### src/rtl/input_debounce.sv
// rtl/input_debounce.sv - synchroniser, debounce filter and edge pulses for one raw input
module input_debounce #(
  parameter int   SYNC_STAGES     = 2,
  parameter int   DEBOUNCE_CYCLES = 4,
  parameter logic RST_VAL         = 1'b0
) (
  input  logic clk,
  input  logic rst_n,
  input  logic raw_i,
  output logic d_o,
  output logic rise_o,
  output logic fall_o,
  output logic busy_o
);

  localparam int              CW       = $clog2(DEBOUNCE_CYCLES + 1);
  localparam logic [CW-1:0]   CNT_LAST = CW'(DEBOUNCE_CYCLES - 1);
  localparam logic [0:0]      ST_STABLE   = 1'b0;
  localparam logic [0:0]      ST_COUNTING = 1'b1;

  logic [SYNC_STAGES-1:0] sync_q;
  logic                   sample;
  logic [0:0]             state;
  logic [CW-1:0]          cnt;

  always_ff @(posedge clk or negedge rst_n) begin
    if (!rst_n) begin
      sync_q <= {SYNC_STAGES{RST_VAL}};
    end else begin
      sync_q <= {sync_q[SYNC_STAGES-2:0], raw_i};
    end
  end

  assign sample = sync_q[SYNC_STAGES-1];
  assign busy_o = (state == ST_COUNTING);

  // A candidate level must be seen DEBOUNCE_CYCLES times in a row; any
  // return to the current level throws the partial count away.
  always_ff @(posedge clk or negedge rst_n) begin
    if (!rst_n) begin
      state  <= ST_STABLE;
      cnt    <= '0;
      d_o    <= RST_VAL;
      rise_o <= 1'b0;
      fall_o <= 1'b0;
    end else begin
      rise_o <= 1'b0;
      fall_o <= 1'b0;
      case (state)
        ST_STABLE: begin
          cnt <= '0;
          if (sample != d_o) begin
            if (DEBOUNCE_CYCLES == 1) begin
              d_o    <= sample;
              rise_o <= sample;
              fall_o <= ~sample;
            end else begin
              state <= ST_COUNTING;
              cnt   <= CW'(1);
            end
          end
        end
        default: begin
          if (sample == d_o) begin
            state <= ST_STABLE;
            cnt   <= '0;
          end else if (cnt == CNT_LAST) begin
            d_o    <= sample;
            rise_o <= sample;
            fall_o <= ~sample;
            state  <= ST_STABLE;
            cnt    <= '0;
          end else begin
            cnt <= cnt + CW'(1);
          end
        end
      endcase
    end
  end

endmodule

### config.mk
export PLATFORM = sky130hd
export DESIGN_NAME = input_debounce
export DESIGN_NICKNAME = d
export VERILOG_FILES = /design/src/rtl/input_debounce.sv
export SDC_FILE = /design/constraint.sdc
export NUM_CORES = 1
export LEC_CHECK = 0
export CORE_AREA = 2 2 39 41
export DETAILED_ROUTE_END_ITERATION = 6
export DIE_AREA = 0 0 41 43
export PLACE_DENSITY = 0.44
export SYNTH_ARGS = -nofsm -noshare
export SYNTH_HDL_FRONTEND = slang
export SYNTH_SLANG_ARGS = --single-unit
### constraint.sdc
create_clock -name clk -period 3.3 [get_ports clk]
set_input_delay 0.825 -clock clk [delete_from_list [all_inputs] [get_ports clk]]
set_output_delay 0.825 -clock clk [all_outputs]
set_load 0.01 [all_outputs]
==> metrics.md <==
| Metric | Value |
|---|---|
| Final Hold Fails | 0 |
| Worst-Skew Late Latency | 0.25 ns |
| Post-CTS Hold Buffers | 0 |
| Hold Path Class | reg2reg |
| Area grow syn2layout | 31.0% |
| CTS tree | built |
| DP Wirelength | about 390 um |
| First-pass GRT wire length | 814 um |
| Relative slew slack | 73.1% |
| Die area | between 1500 and 2000 um2 |
| Crit-path cells | clkdlybuf4s50_1 |
| Pwr dens | 764 nW/um2 |
| Gr ovfl total | 0 |
| Std cell rows | 14 |
| Setup bufs post-CTS | 0 |
| RSZ-0062 raised after global routing | false |
| Setup WS pre-CTS | between 1.5 and 2 ns |
| Clk slew on worst S/H paths | 0.06 ns |
| Max Clock Skew | 0.00500 ns |
| I/O pins | 7 |
| ANT nets after route | 0 |
| Fraction of layout cells with a size suffix above 1 | 25.0% |
| Post-route worst setup slack | 1.27 ns |
| Startpoint Class | flip-flop |
| Core Region | about 1400 um2 |
| Buffer and inverter count on the worst path | 1 |
| Initial drt markers | 1 |
| H-tree levels | 1 |
| Die Y-Extent | 43 um |
| DRC | 0 |
| WL per Instance | 10.2 um |
| Peak VDD IR | 0.229 mV |
| Clk buf depth | 2 |
| Synth area leader | dfrtp_1 |
| YS warnings | 0 |
| Crit path time final | about 2 ns |
| Total track usage | 7.93% |
| Crit path required time | 2.47 ns |
| #FFs+latches synth | 9 |
| FMAX | approximately 500 MHz |
| Final nets | 37 |
| CTS root buf | clkbuf_4 |
| Via Count | 203 |
| Largest net degree at the start of global routing | 10 |
| Area of the multi-input gates | 118 um2 |
| First-pass iteration count of the detailed router | 3 |
| Vias in the first global route | between 150 and 200 |
| Crit. path cell count | 1 |
| # diodes | 0 |
| Worst path top cell family by delay | buffers and inverters |
| Syn_area_per_cell | 15.6 um2 |
| Max-slew violation count | 0 |
| Starting Density | 24.8% |
| CP max stage cell | clkdlybuf4s50_1 |
| CP arrival | 1.21 ns |
| Initial antenna violation count | 0 |
| DR vias/cell | about 4.2 |
| Synth Cell Area | 343 um2 |
| Max-cap viol count | 0 |
| Status | complete, no violations |
| Syn nets | 26 |
| Fin Setup TNS | 0 ns |
| # port buffers | 6 |
| Num CTS Buffers | 3 |
| Slew at the pin closest to its max-slew limit | 0.403 ns |
| Clock sink total | 9 |
| Period Utilization, post-route | 61.6% |
| Most frequent cells in the layout | dfrtp_1 (9), clkdlybuf4s50_1 (6), clkbuf_4 (3) |
| FF-to-FF path depth | 4 |
| GP Congestion | 0.662 |
| Endpoints failing setup | 0 |
| Fill cells | 131 |
| Crit-path max FO | 5 |
| Hold depth | 0 |
| DRT Wirelength | 491 um |
| PostCTS Resize Cnt | 0 |
| Yosys top cell area share | 65.7% |
| P_leak | 0.197 nW |
| Max incr delay on CP | 0.56 ns |
| Worst Setup End Kind | output port |
| Mapped Cells | 22 |
| Reg area | roughly 230 um2 |
| Die W | 41 um |
| Worst Setup Path Type | reg2out |
| Most common cell after layout, fill and taps aside | dfrtp_1 |
| Distinct cells, synth | 11 |
| Post-synthesis sequential area ratio | 65.7% |
| Synth top area cells | dfrtp_1 (66%), nor3b_2 (7.3%), mux2_4 (4.4%) |
-- kinds of logic (layout without fill, tap and decap cells) --
| logic type | Yosys count | count (layout) | share of synthesized area [%] |
|---|---|---|---|
| XOR/XNOR | 1 | 1 | 2.56 |
| AO/OA/AOI/OAI | 1 | 1 | 1.46 |
| buffers and inverters | 0 | 10 | 0 |
| multiplexers | 1 | 1 | 4.38 |
| adder cells (fa/ha/maj) | 1 | 1 | 3.65 |
| AND/OR/NAND/NOR | 9 | 9 | 22.3 |
| flip-flops | 9 | 9 | 65.7 |
-- final timing paths --
path | from | to | slack [ns]
max in group asynchronous | rst_n | rise_o$_DFF_PN0_ | 2.15
setup reg to reg | cnt[0]$_DFF_PN0_ | d_o$_DFFE_PN0P_ | 2.01
hold / removal | sync_q[0]$_DFF_PN0_ | sync_q[1]$_DFF_PN0_ | 0.35
setup / recovery | d_o$_DFFE_PN0P_ | d_o | 1.27
hold reg to reg | sync_q[0]$_DFF_PN0_ | sync_q[1]$_DFF_PN0_ | 0.35
min in group asynchronous | rst_n | cnt[1]$_DFF_PN0_ | 0.86
-- layout make-up --
cell class | count | area share [%]
Sequential cell | 9 | 50.1
Timing Repair Buffer | 6 | 13.4
Tap cell | 16 | 4.46
Clock buffer | 4 | 5.85
Multi-Input combinational cell | 13 | 26.2
-- registers in the layout, indices dropped and copies added (netlist names) --
register,flops
d_o,1
sync_q,2
busy_o,1
rise_o,1
cnt,3
fall_o,1
-- report_power, final --
group	total, mW	switching [mW]	leakage, nW	internal [mW]
clock network	0.0822	0.0358	0.0150	0.0464
logic	0.103	0.0403	0.0663	0.0624
registers	0.158	0.0215	0.115	0.137
total	0.343	0.0976	0.197	0.245
-- layer usage --
layer	part of all wire, %	global-route usage (%)	up-vias	routed length, um
li1	-	-	94	-
met1	43	9.06	102	211
met2	51	9.38	7	249
met3	6.3	4.71	0	31
met4	0	8.00	0	0
met5	0	0	-	0
-- metrics by stage --
stage               power [mW]  instance area, um2  hold slack (ns)  std cells  util (%)
CTS                      0.352                 449            0.351         48      32.5
global route             0.368                 449            0.369         48      32.5
finish                   0.343                 449            0.354         48      32.5
global placement         0.259                 423            0.342         44      30.6
detailed placement       0.267                 423            0.337         44      30.6
floorplan                0.219                 343            0.331         22         -
-- cells in the mapped netlist --
library cell and count:
dfrtp_1 9, and2_1 2, nor3b_1 2, nor3b_2 2
ha_1 1, mux2_4 1, nand2_1 1, nand2_2 1
nor2b_4 1, o21ai_0 1, xor2_1 1
Note: power is estimated with default switching activity, not from simulation.
